$ cat src/rtl/monitor_wb_gate_pkg.sv
// -----------------------------------------------------------------------------
// monitor_wb_gate_pkg
// Shared definitions for the monitor RAM write-protect / timeout gate.
//   gateState_e    : gate FSM state encoding (IDLE, FWD, BLOCK, RESP)
//   DEFAULT_POISON : read data returned upstream when a downstream access hangs
//   TIMER_W        : width of the hang-detection counter
// -----------------------------------------------------------------------------
package monitor_wb_gate_pkg;

   typedef enum logic [1:0] {
      IDLE  = 2'd0,
      FWD   = 2'd1,
      BLOCK = 2'd2,
      RESP  = 2'd3
   } gateState_e;

   localparam logic [31:0] DEFAULT_POISON = 32'hDEADBEEF;
   localparam int          TIMER_W        = 16;

endpackage

$ cat src/rtl/monitor_wb_gate_if.sv
// -----------------------------------------------------------------------------
// monitor_wb_gate_if
// Classic Wishbone bus bundle used on both sides of the gate.
//   adr, datW, sel, we, cyc, stb : request, driven by the bus master
//   datR, ack                    : response, driven by the bus slave
//   err                          : error termination, driven by the slave; the
//                                  master modport leaves it out because the
//                                  monitor RAM has no error line
// -----------------------------------------------------------------------------
interface monitor_wb_gate_if;

   logic [31:0] adr;
   logic [31:0] datW;
   logic [31:0] datR;
   logic [3:0]  sel;
   logic        we;
   logic        cyc;
   logic        stb;
   logic        ack;
   logic        err;

   modport master (
      output adr, datW, sel, we, cyc, stb,
      input  datR, ack
   );

   modport slave (
      input  adr, datW, sel, we, cyc, stb,
      output datR, ack, err
   );

endinterface

$ cat src/rtl/monitor_wb_gate_timer.sv
// -----------------------------------------------------------------------------
// monitor_wb_gate_timer
// Hang-detection counter for a forwarded access.
//   sys_clk, sys_rst_n : clock, asynchronous active-low reset
//   clear_i            : return the count to zero (held while no access runs)
//   enable_i           : count one cycle of an outstanding downstream strobe
//   expire_o           : high in the TIMEOUT_CYCLES-th enabled cycle
// -----------------------------------------------------------------------------
module monitor_wb_gate_timer
   import monitor_wb_gate_pkg::*;
#(
   parameter int unsigned TIMEOUT_CYCLES = 255
) (
   input  logic sys_clk,
   input  logic sys_rst_n,
   input  logic clear_i,
   input  logic enable_i,
   output logic expire_o
);

   localparam logic [TIMER_W-1:0] LAST = TIMER_W'(TIMEOUT_CYCLES - 1);

   logic [TIMER_W-1:0] count_q;

   // The count equals the number of strobe cycles already completed, so the
   // cycle in which it reads LAST is the final one the access is allowed.
   always_ff @(posedge sys_clk or negedge sys_rst_n) begin
      if (!sys_rst_n) begin
         count_q <= '0;
      end else if (clear_i) begin
         count_q <= '0;
      end else if (enable_i) begin
         count_q <= count_q + TIMER_W'(1);
      end
   end

   assign expire_o = enable_i && (count_q == LAST);

endmodule

$ cat src/rtl/monitor_wb_gate.sv
// -----------------------------------------------------------------------------
// monitor_wb_gate
// Write-protect and timeout gate placed in front of the monitor RAM slave.
// Upstream requests are latched and forwarded downstream; writes taken while
// write_lock is high are terminated locally, counted and their address kept.
// A downstream access that is never acknowledged is ended after
// TIMEOUT_CYCLES strobe cycles with POISON as read data.
//
// Ports
//   sys_clk, sys_rst_n : clock, asynchronous active-low reset
//   write_lock         : 1 = monitor RAM is read-only (sampled at acceptance)
//   wbm                : upstream (CPU side) bus, this block is the slave
//   wbs                : downstream (monitor RAM) bus, this block is the master
//   viol_clr           : synchronous clear of viol_cnt / viol_adr
//   viol_cnt           : saturating count of blocked writes
//   viol_adr           : address of the most recent blocked write
//
// Build option
//   MONITOR_GATE_ERR_EN : blocked writes and timeouts end with wbm.err instead
//                         of wbm.ack; when undefined wbm.err is tied low.
// -----------------------------------------------------------------------------
module monitor_wb_gate
   import monitor_wb_gate_pkg::*;
#(
   parameter int unsigned TIMEOUT_CYCLES = 255,
   parameter int unsigned CNT_W          = 8,
   parameter logic [31:0] POISON         = DEFAULT_POISON
) (
   input  logic              sys_clk,
   input  logic              sys_rst_n,
   input  logic              write_lock,
   monitor_wb_gate_if.slave  wbm,
   monitor_wb_gate_if.master wbs,
   input  logic              viol_clr,
   output logic [CNT_W-1:0]  viol_cnt,
   output logic [31:0]       viol_adr
);

`ifdef MONITOR_GATE_ERR_EN
   localparam logic ERR_RESP = 1'b1;
`else
   localparam logic ERR_RESP = 1'b0;
`endif
   localparam logic [CNT_W-1:0] CNT_MAX = '1;

   gateState_e       state_q, state_d;
   logic [31:0]      adr_q, dat_q;
   logic [3:0]       sel_q;
   logic             we_q;
   logic [31:0]      rdat_q, rdat_d;
   logic             errResp_q, errResp_d;
   logic [CNT_W-1:0] violCnt_q;
   logic [31:0]      violAdr_q;
   logic             accept, countViol, timerClr, timerEn, expire;

   monitor_wb_gate_timer #(
      .TIMEOUT_CYCLES(TIMEOUT_CYCLES)
   ) uTimer (
      .sys_clk  (sys_clk),
      .sys_rst_n(sys_rst_n),
      .clear_i  (timerClr),
      .enable_i (timerEn),
      .expire_o (expire)
   );

   // State, response data and the "terminate with error" flag all move
   // together; the response data stays put between transfers.
   always_ff @(posedge sys_clk or negedge sys_rst_n) begin
      if (!sys_rst_n) begin
         state_q   <= IDLE;
         rdat_q    <= '0;
         errResp_q <= 1'b0;
      end else begin
         state_q   <= state_d;
         rdat_q    <= rdat_d;
         errResp_q <= errResp_d;
      end
   end

   // The request is captured once at acceptance and then held for the whole
   // transfer so upstream may change its lines without disturbing the RAM.
   always_ff @(posedge sys_clk or negedge sys_rst_n) begin
      if (!sys_rst_n) begin
         adr_q <= '0;
         dat_q <= '0;
         sel_q <= '0;
         we_q  <= 1'b0;
      end else if (accept) begin
         adr_q <= wbm.adr;
         dat_q <= wbm.datW;
         sel_q <= wbm.sel;
         we_q  <= wbm.we;
      end
   end

   // A blocked write always counts once BLOCK is reached, even if upstream
   // aborts. A clear arriving in that same cycle restarts the count at one so
   // the new violation is not lost.
   always_ff @(posedge sys_clk or negedge sys_rst_n) begin
      if (!sys_rst_n) begin
         violCnt_q <= '0;
         violAdr_q <= '0;
      end else if (countViol) begin
         violAdr_q <= adr_q;
         if (viol_clr) begin
            violCnt_q <= CNT_W'(1);
         end else if (violCnt_q != CNT_MAX) begin
            violCnt_q <= violCnt_q + CNT_W'(1);
         end
      end else if (viol_clr) begin
         violCnt_q <= '0;
         violAdr_q <= '0;
      end
   end

   // Next-state logic. Within FWD an upstream abort outranks a downstream
   // ack, which in turn outranks the timeout. write_lock only matters in IDLE.
   always_comb begin
      state_d   = state_q;
      rdat_d    = rdat_q;
      errResp_d = errResp_q;
      accept    = 1'b0;
      countViol = 1'b0;
      timerClr  = 1'b1;
      timerEn   = 1'b0;
      unique case (state_q)
         IDLE: begin
            if (wbm.cyc && wbm.stb) begin
               accept  = 1'b1;
               state_d = (wbm.we && write_lock) ? BLOCK : FWD;
            end
         end
         FWD: begin
            timerClr = 1'b0;
            timerEn  = 1'b1;
            if (!wbm.cyc) begin
               state_d = IDLE;
            end else if (wbs.ack) begin
               rdat_d    = wbs.datR;
               errResp_d = 1'b0;
               state_d   = RESP;
            end else if (expire) begin
               rdat_d    = POISON;
               errResp_d = ERR_RESP;
               state_d   = RESP;
            end
         end
         BLOCK: begin
            countViol = 1'b1;
            if (!wbm.cyc) begin
               state_d = IDLE;
            end else begin
               errResp_d = ERR_RESP;
               state_d   = RESP;
            end
         end
         RESP: begin
            state_d = IDLE;
         end
         default: begin
            state_d = IDLE;
         end
      endcase
   end

   // Downstream lines are only driven while an access is actually forwarded.
   assign wbs.cyc  = (state_q == FWD);
   assign wbs.stb  = (state_q == FWD);
   assign wbs.adr  = (state_q == FWD) ? adr_q : '0;
   assign wbs.datW = (state_q == FWD) ? dat_q : '0;
   assign wbs.sel  = (state_q == FWD) ? sel_q : '0;
   assign wbs.we   = (state_q == FWD) && we_q;

   assign wbm.datR = rdat_q;
   assign wbm.ack  = (state_q == RESP) && !errResp_q;
`ifdef MONITOR_GATE_ERR_EN
   assign wbm.err  = (state_q == RESP) && errResp_q;
`else
   assign wbm.err  = 1'b0;
`endif

   assign viol_cnt = violCnt_q;
   assign viol_adr = violAdr_q;

endmodule

$ cat src/flat_wrapper.sv
// flat-port wrapper written by rule: the top's interface ports become plain ports
module monitor_wb_gate_flat import monitor_wb_gate_pkg::*;
#(
   parameter int unsigned TIMEOUT_CYCLES = 255,
   parameter int unsigned CNT_W          = 8,
   parameter logic [31:0] POISON         = DEFAULT_POISON
)
  (sys_clk, sys_rst_n, write_lock, viol_clr, viol_cnt, viol_adr, wbm_adr, wbm_datW, wbm_sel, wbm_we, wbm_cyc, wbm_stb, wbm_datR, wbm_ack, wbm_err, wbs_adr, wbs_datW, wbs_sel, wbs_we, wbs_cyc, wbs_stb, wbs_datR, wbs_ack);
  monitor_wb_gate_if wbm_i ();
  monitor_wb_gate_if wbs_i ();
  input  logic sys_clk;
  input  logic sys_rst_n;
  input  logic write_lock;
  input  logic viol_clr;
  output logic [CNT_W-1:0] viol_cnt;
  output logic [31:0] viol_adr;
  input wire logic [$bits(wbm_i.adr)-1:0] wbm_adr;
  input wire logic [$bits(wbm_i.datW)-1:0] wbm_datW;
  input wire logic [$bits(wbm_i.sel)-1:0] wbm_sel;
  input wire logic [$bits(wbm_i.we)-1:0] wbm_we;
  input wire logic [$bits(wbm_i.cyc)-1:0] wbm_cyc;
  input wire logic [$bits(wbm_i.stb)-1:0] wbm_stb;
  output wire logic [$bits(wbm_i.datR)-1:0] wbm_datR;
  output wire logic [$bits(wbm_i.ack)-1:0] wbm_ack;
  output wire logic [$bits(wbm_i.err)-1:0] wbm_err;
  output wire logic [$bits(wbs_i.adr)-1:0] wbs_adr;
  output wire logic [$bits(wbs_i.datW)-1:0] wbs_datW;
  output wire logic [$bits(wbs_i.sel)-1:0] wbs_sel;
  output wire logic [$bits(wbs_i.we)-1:0] wbs_we;
  output wire logic [$bits(wbs_i.cyc)-1:0] wbs_cyc;
  output wire logic [$bits(wbs_i.stb)-1:0] wbs_stb;
  input wire logic [$bits(wbs_i.datR)-1:0] wbs_datR;
  input wire logic [$bits(wbs_i.ack)-1:0] wbs_ack;
  assign wbm_i.adr = wbm_adr;
  assign wbm_i.datW = wbm_datW;
  assign wbm_i.sel = wbm_sel;
  assign wbm_i.we = wbm_we;
  assign wbm_i.cyc = wbm_cyc;
  assign wbm_i.stb = wbm_stb;
  assign wbm_datR = wbm_i.datR;
  assign wbm_ack = wbm_i.ack;
  assign wbm_err = wbm_i.err;
  assign wbs_adr = wbs_i.adr;
  assign wbs_datW = wbs_i.datW;
  assign wbs_sel = wbs_i.sel;
  assign wbs_we = wbs_i.we;
  assign wbs_cyc = wbs_i.cyc;
  assign wbs_stb = wbs_i.stb;
  assign wbs_i.datR = wbs_datR;
  assign wbs_i.ack = wbs_ack;
  monitor_wb_gate #(.TIMEOUT_CYCLES(TIMEOUT_CYCLES), .CNT_W(CNT_W), .POISON(POISON)) u_core (.sys_clk(sys_clk), .sys_rst_n(sys_rst_n), .write_lock(write_lock), .wbm(wbm_i), .wbs(wbs_i), .viol_clr(viol_clr), .viol_cnt(viol_cnt), .viol_adr(viol_adr));
endmodule
$ cat config.mk
export PLATFORM = sky130hd
export DESIGN_NAME = monitor_wb_gate_flat
export DESIGN_NICKNAME = d
export VERILOG_FILES = /design/src/rtl/monitor_wb_gate_pkg.sv /design/src/rtl/monitor_wb_gate_if.sv /design/src/rtl/monitor_wb_gate_timer.sv /design/src/rtl/monitor_wb_gate.sv /design/src/flat_wrapper.sv
export SDC_FILE = /design/constraint.sdc
export NUM_CORES = 1
export LEC_CHECK = 0
export BUFFER_PORTS_ARGS = -buffer_cell sky130_fd_sc_hd__buf_2
export CAP_MARGIN = 20
export CORE_MARGIN = 2
export CORE_UTILIZATION = 28
export CTS_BUF_LIST = sky130_fd_sc_hd__clkbuf_4 sky130_fd_sc_hd__clkbuf_8
export DETAILED_ROUTE_END_ITERATION = 7
export PLACE_DENSITY = 0.64
export RECOVER_POWER = 100
export SLEW_MARGIN = 40
export SYNTH_ARGS = -nofsm -noshare
export SYNTH_HDL_FRONTEND = slang
export SYNTH_SLANG_ARGS = --single-unit
$ cat constraint.sdc
create_clock -name sys_clk -period 2.1 [get_ports sys_clk]
set_clock_uncertainty 0.2 [all_clocks]
set_input_delay 0.21 -clock sys_clk [delete_from_list [all_inputs] [get_ports sys_clk]]
set_output_delay 0.21 -clock sys_clk [all_outputs]
set_load 0.05 [all_outputs]
==> qor.yml, run 1 <==
status:
  outcome: "finished, violations left"
  violations: "setup timing"
finish:
  register_area_um2: 3980
  nets: 1003
  fillCellCount: 2114
  multi_input_area_um2: 2720
  drive_gt1_share_pct: 44.0
  syn2layout_area_growth_pct: 63.0
grt:
  grt.met2_usage_pct: 26.6
  grtUsageMet1_pct: 19.1
  grt_pass1_vias: 5855
  grt_max_degree: 59
  grt_remaining_overflow: 0
  grt_pass1_wl_mm: 30.4
  antenna_found_initial: 1
  globalRouteMet3Util_pct: 4.76
  busiest_layer: "met2"
  grt_use_total_pct: 15.6
power:
  totalPowerFinal_uw: 18500
  p_leak_uw: 0.00494
  ir_worst_vdd_mv: 0.896
  power_density_nw_per_um2: 1700
clock_network:
  insertion_delay_ps: 440
  cts-root-buf: "clkbuf_8"
  cts_made_buffers: 17
  clock-sinks: 159
  cts-htree-levels: 4
  cts_tree: "done"
  clk_pin_slew_ps: 90
  cts.path.max_buffers: 2
logic_synthesis:
  ys_warn_count: 0
  synth_fa_ha_area_share_pct: 1.31
  synthXorXnorAreaFrac_pct: 1.58
  synth_top_family_by_area: "multiplexers"
  synthMuxAreaShare_pct: 11.8
  synth_top_cell_area_share_pct: 59.7
  yosys.area_share.simple_pct: 11.5
  ys_ff_latch: 159
  yosysTopAreaCell: "dfrtp_1"
  yosysMostFrequentCell: "dfrtp_1"
  syn-instance-count: 511
  ys_top_cells_by_count: "dfrtp_1 (159), and2_1 (72), mux2_2 (69), a22o_1 (40), o22a_1 (24)"
  seq_area_frac_synth_pct: 59.7
  synth_nets: 626
  netlist_top_cells_area: "dfrtp_1 (60%), mux2_2 (12%), and2_1 (6.8%)"
  yosys_most_used_dff: "dfrtp_1"
  synth_compound_area_share_pct: 11.4
  synthArstFlopShare_pct: 100
  syn_area_per_cell_um2: 13.0
  synth-edff-count: 0
  ys_types: 44
  syn-cell-area_um2: 6660
die:
  die_x_um: 158
  die_h_um: 158
  dieArea_um2: 25000
  rows: 56
  initial_core_util_pct: 28.5
  coreArea_um2: 23400
  ioPinCount: 253
placement:
  pre_cts_slack_ps: 113
  dpl.hpwl_mm: 12.4
  port_buffers: 251
  gp_congestion: 0.722
sta:
  setup_ws_ps: -8.08
  hold_viol_final: 0
  tightest_slew_ps: 1390
  rsz0062_at_grt: "yes"
  period_minus_slack_ps: 2110
  relSlewSlack_pct: 7.39
  maxClockFrequency_mhz: 474
  setup_violations: 7
  finalMaxSlewViolations: 0
  fin_crit_sh_pct: 100
route:
  drt_first_iter_violations: 331
  dr_total_vias: 5596
  detail_route.vias_per_cell: 4.58
  dr.pass1.iters: 4
  routed_wirelength_mm: 21.9
  drc_errors: 0
  antenna_left: 0
  drt-wirelength-per-cell_um: 17.9
critical_path:
  start_kind: "flop"
  cp-end-kind: "output port"
  worst_ep_arrival_time_ps: 1700
  critPathMaxFanout: 10
  cp_data_required_time_ps: 1690
  critPathKind: "reg -> out"
min_path:
  hold_class: "in -> reg"
job:
  cap_viol_max_count: 0
final cells by class:
class | count | share of cell area, %
inverter | 4 | 0.138
clock buffer | 18 | 2.28
timing repair buffer | 392 | 30.8
clock inverter | 14 | 1.46
tap | 319 | 3.68
antenna | 1 | 0.0230
sequential | 159 | 36.6
multi-input combinational | 314 | 25.0
per-layer routing:
layer / vias up / share of wire, % / wire length (µm)
met4: 0 / 1.3 / 276
met2: 229 / 50 / 10800
met3: 18 / 7.0 / 1520
met5: - / 0 / 0
met1: 2769 / 42 / 9230
li1: 2580 / - / -
sequential cells by signal (all words and copies together), names as in the netlist:
signal	flops
u_core.adr_q	32
u_core.dat_q	32
u_core.viol_adr	32
u_core.wbm.datR	32
u_core.uTimer.count_q	16
u_core.viol_cnt	8
u_core.sel_q	4
u_core.state_q	2
u_core.we_q	1
final timing paths:
path / startpoint / endpoint / slack, ps / depth (start not counted)
setup / recovery: u_core.state_q[1] / wbs_datW[9] / -8 / 6
min in group asynchronous: sys_rst_n / u_core.viol_adr[16] / 430 / 2
setup reg to reg: u_core.state_q[0] / u_core.wbm.datR[20] / 0 / 7
max in group asynchronous: sys_rst_n / u_core.wbm.datR[5] / 260 / 3
hold / removal: wbm_stb / u_core.dat_q[21] / 80 / 3
hold reg to reg: u_core.wbm.datR[1] / u_core.wbm.datR[1] / 300 / 1
critical path, stage by stage (launching register included):
cell and delay (ps):
dfrtp_1 400, inv_2 80, ha_4 180, buf_12 140, clkbuf_16 150, and2_2 150
buf_6 150
metrics by stage:
stage	hold WS, ps	area [µm²]	util, %	instances	TNS, ps
4_1_cts	64.1	10400	44.3	1204	-311
3_3_place_gp	44.4	8520	36.4	1064	0
6_report	84.3	10900	46.4	1221	-18.7
3_5_place_dp	52.6	8520	36.4	1064	0
5_1_grt	64.7	10900	46.4	1221	-4150
2_1_floorplan	-286	6750	-	511	0
cell families (layout without fill, tap and decap cells):
group,count (synthesis),in the layout
mux,70,70
buf+inv,39,428
simple gates,132,132
flops,159,159
other cells,1,2
compound gates,91,92
fa+ha+maj,7,7
xor+xnor,12,12
repair_timing:
item / 4_1_cts / 5_1_grt
endpoints found under the setup margin: 71 / 138
pin swaps: 0 / 2
endpoints found under the hold margin: 240 / 0
setup buffers: 3 / 9
cloned: 1 / 7
hold buffers: 104 / 0
resized for setup: 119 / 138
cells in the final DEF (no fill, tap or decap), types with 4 or more instances in the layout:
cell type,Yosys,routed
dfrtp_1,159,159
buf_2,4,111
dlygate4sd3_1,0,104
clkbuf_1,21,72
mux2_2,69,69
buf_8,0,57
and2_4,0,55
a22o_1,40,40
o22a_1,24,24
clkbuf_8,0,18
buf_6,2,16
nor2_1,16,15
buf_4,3,15
and2_2,0,14
nand2_1,11,11
xor2_1,11,11
nand3_1,10,9
buf_12,0,9
a21oi_1,7,7
ha_1,7,6
nand4_1,5,5
and3_1,5,5
clkinv_4,0,4
clkbuf_16,0,4
power by group:
part           total, µW  switching, µW  internal (µW)
clock               2360           1250           1110
sequential          5270            879           4390
combinational      10800           6650           4200
total              18500           8780           9700
Power figures use the tool's default switching activity.
==> run 2: changes to the inputs <==
--- a/config.mk
+++ b/config.mk
@@ -8,11 +8,12 @@
 export BUFFER_PORTS_ARGS = -buffer_cell sky130_fd_sc_hd__buf_2
 export CAP_MARGIN = 20
 export CORE_MARGIN = 2
-export CORE_UTILIZATION = 28
+export CORE_UTILIZATION = 45
 export CTS_BUF_LIST = sky130_fd_sc_hd__clkbuf_4 sky130_fd_sc_hd__clkbuf_8
 export DETAILED_ROUTE_END_ITERATION = 7
-export PLACE_DENSITY = 0.64
+export PLACE_DENSITY = 0.89
 export RECOVER_POWER = 100
+export SETUP_SLACK_MARGIN = 0.15
 export SLEW_MARGIN = 40
 export SYNTH_ARGS = -nofsm -noshare
 export SYNTH_HDL_FRONTEND = slang
==> run 2 against run 1 <==
Against the previous run:
- design area shrank 0.13%
- power grew 4.8%
- largest cell class unchanged
- critical endpoint is now wbs_datW[23]
- register-to-register slack improved by 20 ps
- the run still ends with setup timing left
- global-route usage is 14 points higher
- sequential share of layout area about the same
==> qor.yml, run 2 (same netlist as run 1, synthesis figures left out) <==
status:
  outcome: "finished, violations left"
  violations: "setup timing"
sta:
  hold_slack_ps: 107  # +22.7 ps
  tightest_slew_ps: 1220  # -165 ps
  finalMaxSlewViolations: 0  # unchanged
  fin_crit_sh_pct: 102  # +1.9 points
  maxClockFrequency_mhz: 466  # -1.9%
  rsz0062_at_grt: "yes"
  period_minus_slack_ps: 2150  # +40.1 ps
  finalSetupTns_ps: -649  # -631 ps
  relSlewSlack_pct: 18.4  # +11 points
  setup_violations: 38  # +31
  hold_viol_final: 0  # unchanged
  setup_ws_ps: -48.2  # -40.1 ps
critical_path:
  crit_chain: "inv_2, ha_4, buf_12, buf_12, and2_2, buf_6"
  critPathMaxFanout: 11  # +1
  start_kind: "flop"
  max_stage_delay_ps: 410  # about the same
  cp-end-kind: "output port"
  worst_path_most_repeated_cell: "buf_12"
  critPathKind: "reg -> out"
  slowest_stage: "dfrtp_1"
  cp_data_required_time_ps: 1690  # about the same
  worst_ep_arrival_time_ps: 1740  # +40 ps
clock_network:
  clk_pin_slew_ps: 90  # about the same
  cts-htree-levels: 4  # unchanged
  clock-sinks: 159  # unchanged
  cts.path.max_buffers: 2  # unchanged
  cts_made_buffers: 17  # unchanged
  cts_tree: "done"
  insertion_delay_ps: 450  # about the same
  cts-root-buf: "clkbuf_8"
finish:
  antenna_cells: 0  # -1
  register_area_um2: 3980  # unchanged
  fillCellCount: 803  # -62%
  drive_gt1_share_pct: 44.1  # +0.14 points
  stdcell_count: 1089  # -11%
  final_cell_mix: "dfrtp_1 (159), buf_2 (107), dlygate4sd3_1 (104), clkbuf_1 (75), mux2_2 (69)"
  syn2layout_area_growth_pct: 62.7
  nets: 1007  # +0.40%
  multi_input_area_um2: 2770  # +1.9%
  mostFrequentLayoutCell: "dfrtp_1"
grt:
  grt_use_total_pct: 29.3  # +14 points
  grt_max_degree: 48  # -19%
  grt_pass1_vias: 6692  # +14%
  grt_pass1_wl_mm: 35.7  # +17%
  antenna_found_initial: 0  # -1
  grt_remaining_overflow: 0  # unchanged
power:
  power_density_nw_per_um2: 1790  # +5.0%
  pwr-share-seq_pct: 28.3  # -0.2 points
  ir_worst_vdd_mv: 1.10  # +23%
  swShare_pct: 48.1  # +0.60 points
  p_sw_uw: 9320  # +6.2%
  combPwrFrac_pct: 58.6  # about the same
  p_leak_uw: 0.00500  # +1.2%
  clkPwrFrac_pct: 13.1  # +0.3 points
  p_int_uw: 10100  # +3.6%
placement:
  gp_congestion: 0.835  # +16%
  dp_cells: 927  # -13%
  port_buffers: 251  # unchanged
  dpl.hpwl_mm: 11.7  # -5.5%
route:
  detail_route.vias_per_cell: 5.79  # +26%
  drc_errors: 0  # unchanged
  dr.pass1.iters: 7  # +3
  drt-wirelength-per-cell_um: 23.8  # +33%
  dr_total_vias: 6304  # +13%
  drt_first_iter_violations: 534  # +61%
  wl_met2_mm: 13.5  # +25%
  antenna_left: 0  # unchanged
  top_layer: "met4"
  routed_wirelength_mm: 26.0  # +19%
  wl_met1_mm: 8.96  # -2.9%
  met3WireLength_mm: 1.79  # +18%
die:
  rows: 44  # -21%
  coreArea_um2: 14500  # -38%
  initial_core_util_pct: 46.0  # +18 points
  dieArea_um2: 15800  # -37%
  die_x_um: 126  # -21%
  ioPinCount: 253  # unchanged
  die_h_um: 126  # -21%
job:
  cap_viol_max_count: 0  # unchanged
min_path:
  hold_class: "in -> reg"
[run 2: changes by cell type in the layout (fill, tap and decap cells not counted), moves of 3 or more]
| cell | change |
|---|---|
| clkinv_2 | +3 |
| clkinv_4 | -3 |
| buf_2 | -4 |
| buf_16 | +4 |
| buf_12 | -3 |
| buf_8 | +4 |
| clkbuf_1 | +3 |
[run 2: power by group through the flow]
stage	Sequential, µW	Combinational [µW]	Clock (µW)
6_report	5480	11300	2540
5_1_grt	5560	11700	2700
4_1_cts	5200	10500	2500
3_5_place_dp	5230	8650	0
3_3_place_gp	5170	8500	0
2_1_floorplan	7250	4490	0
[run 2: repair_timing]
item	4_1_cts	5_1_grt
hold buffers	105	0
hold endpoints to repair	269	0
resized for setup	205	66
setup endpoints to repair	71	176
cloned	4	10
setup buffers	7	4
pin swaps	5	1
[run 2: layer usage]
metal | up-vias | track usage [%]
li1 | 2589 | -
met1 | 3118 | 31.3
met2 | 454 | 52.3
met3 | 143 | 6.24
met4 | 0 | 19.2
met5 | - | 0
[run 2: layout make-up]
type	instances	share of cell area [%]
tap	184	2.12
inverter	4	0.138
clock inverter	14	1.73
timing repair buffer	394	31.6
clock buffer	18	2.23
sequential	159	36.7
multi-input combinational	316	25.5
[run 2: metrics by stage]
stage | total power [µW] | utilization, % | instance area (µm²) | setup slack (ps)
CTS | 18200 | 73.1 | 10600 | -26.4
detailed placement | 13900 | 57.4 | 8320 | 184
finish | 19400 | 74.9 | 10800 | -48.2
global placement | 13700 | 57.4 | 8320 | 230
global route | 20000 | 74.9 | 10800 | -91.9
floorplan | 11700 | - | 6780 | 139
[run 2: worst paths after layout]
path                                               start                  endpoint  slack, ps  cells past startpoint
worst max-delay path                   u_core.state_q[1]              wbs_datW[23]        -50                      6
worst min-delay path                             wbm_cyc         u_core.state_q[0]        110                      3
worst max register to register         u_core.state_q[1]         u_core.state_q[0]         20                      7
worst min register to register  u_core.uTimer.count_q[0]  u_core.uTimer.count_q[0]        280                      1
max in group asynchronous                      sys_rst_n       u_core.viol_adr[21]        200                      3
min in group asynchronous                      sys_rst_n          u_core.dat_q[21]        580                      3
[run 2: critical path, delay by kind of cell (launching register included)]
| family | cells | cell delay (ps) |
|---|---|---|
| buffers and inverters | 4 | 530 |
| flip-flops | 1 | 410 |
| adder cells (fa/ha/maj) | 1 | 160 |
| AND/OR/NAND/NOR | 1 | 170 |
==> run 3: changes to the inputs <==
--- a/config.mk
+++ b/config.mk
@@ -8,10 +8,10 @@
 export BUFFER_PORTS_ARGS = -buffer_cell sky130_fd_sc_hd__buf_2
 export CAP_MARGIN = 20
 export CORE_MARGIN = 2
-export CORE_UTILIZATION = 45
+export CORE_UTILIZATION = 46
 export CTS_BUF_LIST = sky130_fd_sc_hd__clkbuf_4 sky130_fd_sc_hd__clkbuf_8
 export DETAILED_ROUTE_END_ITERATION = 7
-export PLACE_DENSITY = 0.89
+export PLACE_DENSITY = 0.91
 export RECOVER_POWER = 100
 export SETUP_SLACK_MARGIN = 0.15
 export SLEW_MARGIN = 40
==> run 3 against run 2 <==
Against the previous run:
- the run still ends with setup timing left
- die area is 2.1% lower
- setup slack worse by 82 ps
- flip-flop and latch count stayed put
- highest routed layer unchanged
==> qor.yml, run 3 (same netlist as run 1, synthesis figures left out) <==
clock_network:
  clk_pin_slew_ps: 90  # about the same
  cts-htree-levels: 4  # unchanged
  insertion_delay_ps: 450  # about the same
  cts-root-buf: "clkbuf_8"
  clock-sinks: 159  # unchanged
  cts_made_buffers: 17  # unchanged
  cts.path.max_buffers: 2  # unchanged
  cts_tree: "done"
sta:
  hold_viol_final: 0  # unchanged
  period_minus_slack_ps: 2230  # +82.1 ps
  tightest_slew_ps: 1300  # +74.7 ps
  maxClockFrequency_mhz: 448  # -3.7%
  relSlewSlack_pct: 13.4  # -5.0 points
  rsz0062_at_grt: "yes"
  fin_crit_sh_pct: 106  # +3.9 points
  finalMaxSlewViolations: 0  # unchanged
  setup_ws_ps: -130  # -82.1 ps
  setup_violations: 69  # +82%
placement:
  port_buffers: 251  # unchanged
  dpl.hpwl_mm: 11.7  # +0.30%
  pre_cts_slack_ps: 141  # -42.9 ps
  dp_cells: 923  # -0.43%
  gp_congestion: 0.837  # +0.22%
route:
  dr_total_vias: 6196  # -1.7%
  drt_first_iter_violations: 449  # -16%
  routed_wirelength_mm: 24.8  # -4.3%
  dr.pass1.iters: 5  # -2
  antenna_left: 0  # unchanged
  drc_errors: 0  # unchanged
  detail_route.vias_per_cell: 5.74  # -0.89%
  drt-wirelength-per-cell_um: 23.0  # -3.5%
finish:
  syn2layout_area_growth_pct: 60.2
  stdcell_count: 1080  # -0.83%
  final_cell_mix: "dfrtp_1 (158), buf_2 (107), dlygate4sd3_1 (104), clkbuf_1 (72), mux2_2 (69)"
  fin_util_pct: 76.0  # +1.1 points
  fillCellCount: 791  # -1.5%
  multi_input_area_um2: 2750  # -0.50%
  mostFrequentLayoutCell: "dfrtp_1"
  nets: 998  # -0.89%
  register_area_um2: 3980  # about the same
  drive_gt1_share_pct: 44.6  # +0.55 points
power:
  ir_worst_vdd_mv: 1.06  # -4.0%
  clkPwrFrac_pct: 11.9  # -1.2 points
  pwr-share-seq_pct: 29.0  # +0.7 points
  p_leak_uw: 0.00492  # -1.7%
  totalPowerFinal_uw: 18700  # -3.3%
  p_int_uw: 9610  # -4.4%
  p_sw_uw: 9120  # -2.1%
  power_density_nw_per_um2: 1750  # -1.8%
  combPwrFrac_pct: 59.2  # +0.6 points
  swShare_pct: 48.7  # +0.60 points
die:
  dieArea_um2: 15500  # -2.1%
  die_h_um: 124  # -1.1%
  ioPinCount: 253  # unchanged
  die_x_um: 124  # -1.1%
  initial_core_util_pct: 47.5  # +1.4 points
  rows: 43  # -2.3%
  coreArea_um2: 14000  # -3.0%
status:
  violations: "setup timing"
  outcome: "finished, violations left"
critical_path:
  rr_worst_depth: 9  # +2
  r2r_slack_ps: -40  # -60 ps
  cp_data_required_time_ps: 1690  # about the same
  critPathKind: "reg -> out"
  cp-end-kind: "output port"
  r2r_start: "u_core.state_q[1]"
  timing.rr.end: "u_core.wbm.datR[19]"
  critPathMaxFanout: 18  # +7
  start_kind: "flop"
  worst_ep_arrival_time_ps: 1820  # +80 ps
grt:
  grt_pass1_wl_mm: 35.8  # +0.43%
  grt_use_total_pct: 29.8  # +0.46 points
  antenna_found_initial: 3  # +3
  grt_max_degree: 50  # +4.2%
  grt_remaining_overflow: 0  # unchanged
  grt_pass1_vias: 6526  # -2.5%
min_path:
  hold_class: "in -> reg"
  holdPathEnd: "u_core.state_q[0]"
  whs_path_depth: 3  # unchanged
  worstHoldStart: "wbm_stb"
job:
  cap_viol_max_count: 0  # unchanged
run 3: cell count changes in the layout (fill, tap and decap cells not counted), moves of 3 or more:
cell	previous run	this run
clkbuf_8	17	20
buf_6	16	24
and2_2	16	33
and2_4	54	37
clkbuf_1	75	72
bufinv_16	4	1
clkbuf_4	1	5
buf_8	61	49
diode_2	0	4
run 3: how the worst max path moves through the flow:
stage,slack [ps],start,cells past startpoint,to
2_1_floorplan,140,u_core.state_q[1],5,wbs_adr[0]
6_report,-130,u_core.state_q[1],6,wbs_datW[0]
4_1_cts,-40,u_core.state_q[1],6,wbs_datW[13]
3_5_place_dp,140,u_core.state_q[1],7,u_core.wbm.datR[1]
3_3_place_gp,200,u_core.state_q[0],5,u_core.adr_q[17]
5_1_grt,-180,u_core.state_q[1],6,wbs_datW[0]
run 3: worst max-delay path, stage by stage, from the launching register on:
cell and delay (ps):
dfrtp_1 420, inv_2 90, ha_4 190, buf_12 150
buf_12 150, and2_2 210, buf_8 160
run 3: layout make-up:
cell class / instances / share of cell area [%]
repair buffers: 387 / 31.0
clock buffers: 23 / 2.79
clock inverters: 9 / 0.773
diodes: 4 / 0.0937
flip-flops and latches: 159 / 37.3
inverters: 4 / 0.141
well taps: 180 / 2.11
multi-input cells: 314 / 25.8
run 3: timing repair:
action	4_1_cts	5_1_grt
gates cloned	3	5
hold buffers	104	0
endpoints found under the hold margin	269	0
setup buffers	5	4
resized for setup	179	69
endpoints found under the setup margin	93	164
pin swaps	0	3
run 3: power by group through the flow:
stage	logic, µW	clock network, µW	registers (µW)
floorplan	4490	0	7250
global placement	8540	0	5150
detailed placement	8700	0	5230
CTS	10200	2210	5180
global route	11400	2390	5530
finish	11100	2220	5430
run 3: per-layer routing:
layer / up-vias / wire length (µm) / global-route usage [%]
met4: 0 / 1430 / 16.7
met1: 3169 / 8680 / 32.5
met3: 106 / 1490 / 6.79
li1: 2573 / - / -
met2: 348 / 13200 / 53.3
met5: - / 0 / 0
run 3: metrics by stage:
| stage | hold slack, ps | cell area (µm²) | TNS [ps] |
|---|---|---|---|
| 6_report | 173 | 10700 | -3620 |
| 5_1_grt | 136 | 10700 | -10680 |
| 4_1_cts | 49.0 | 10400 | -1390 |
| 3_5_place_dp | -13.8 | 8310 | 0 |
| 3_3_place_gp | -15.2 | 8310 | 0 |
| 2_1_floorplan | -286 | 6780 | 0 |
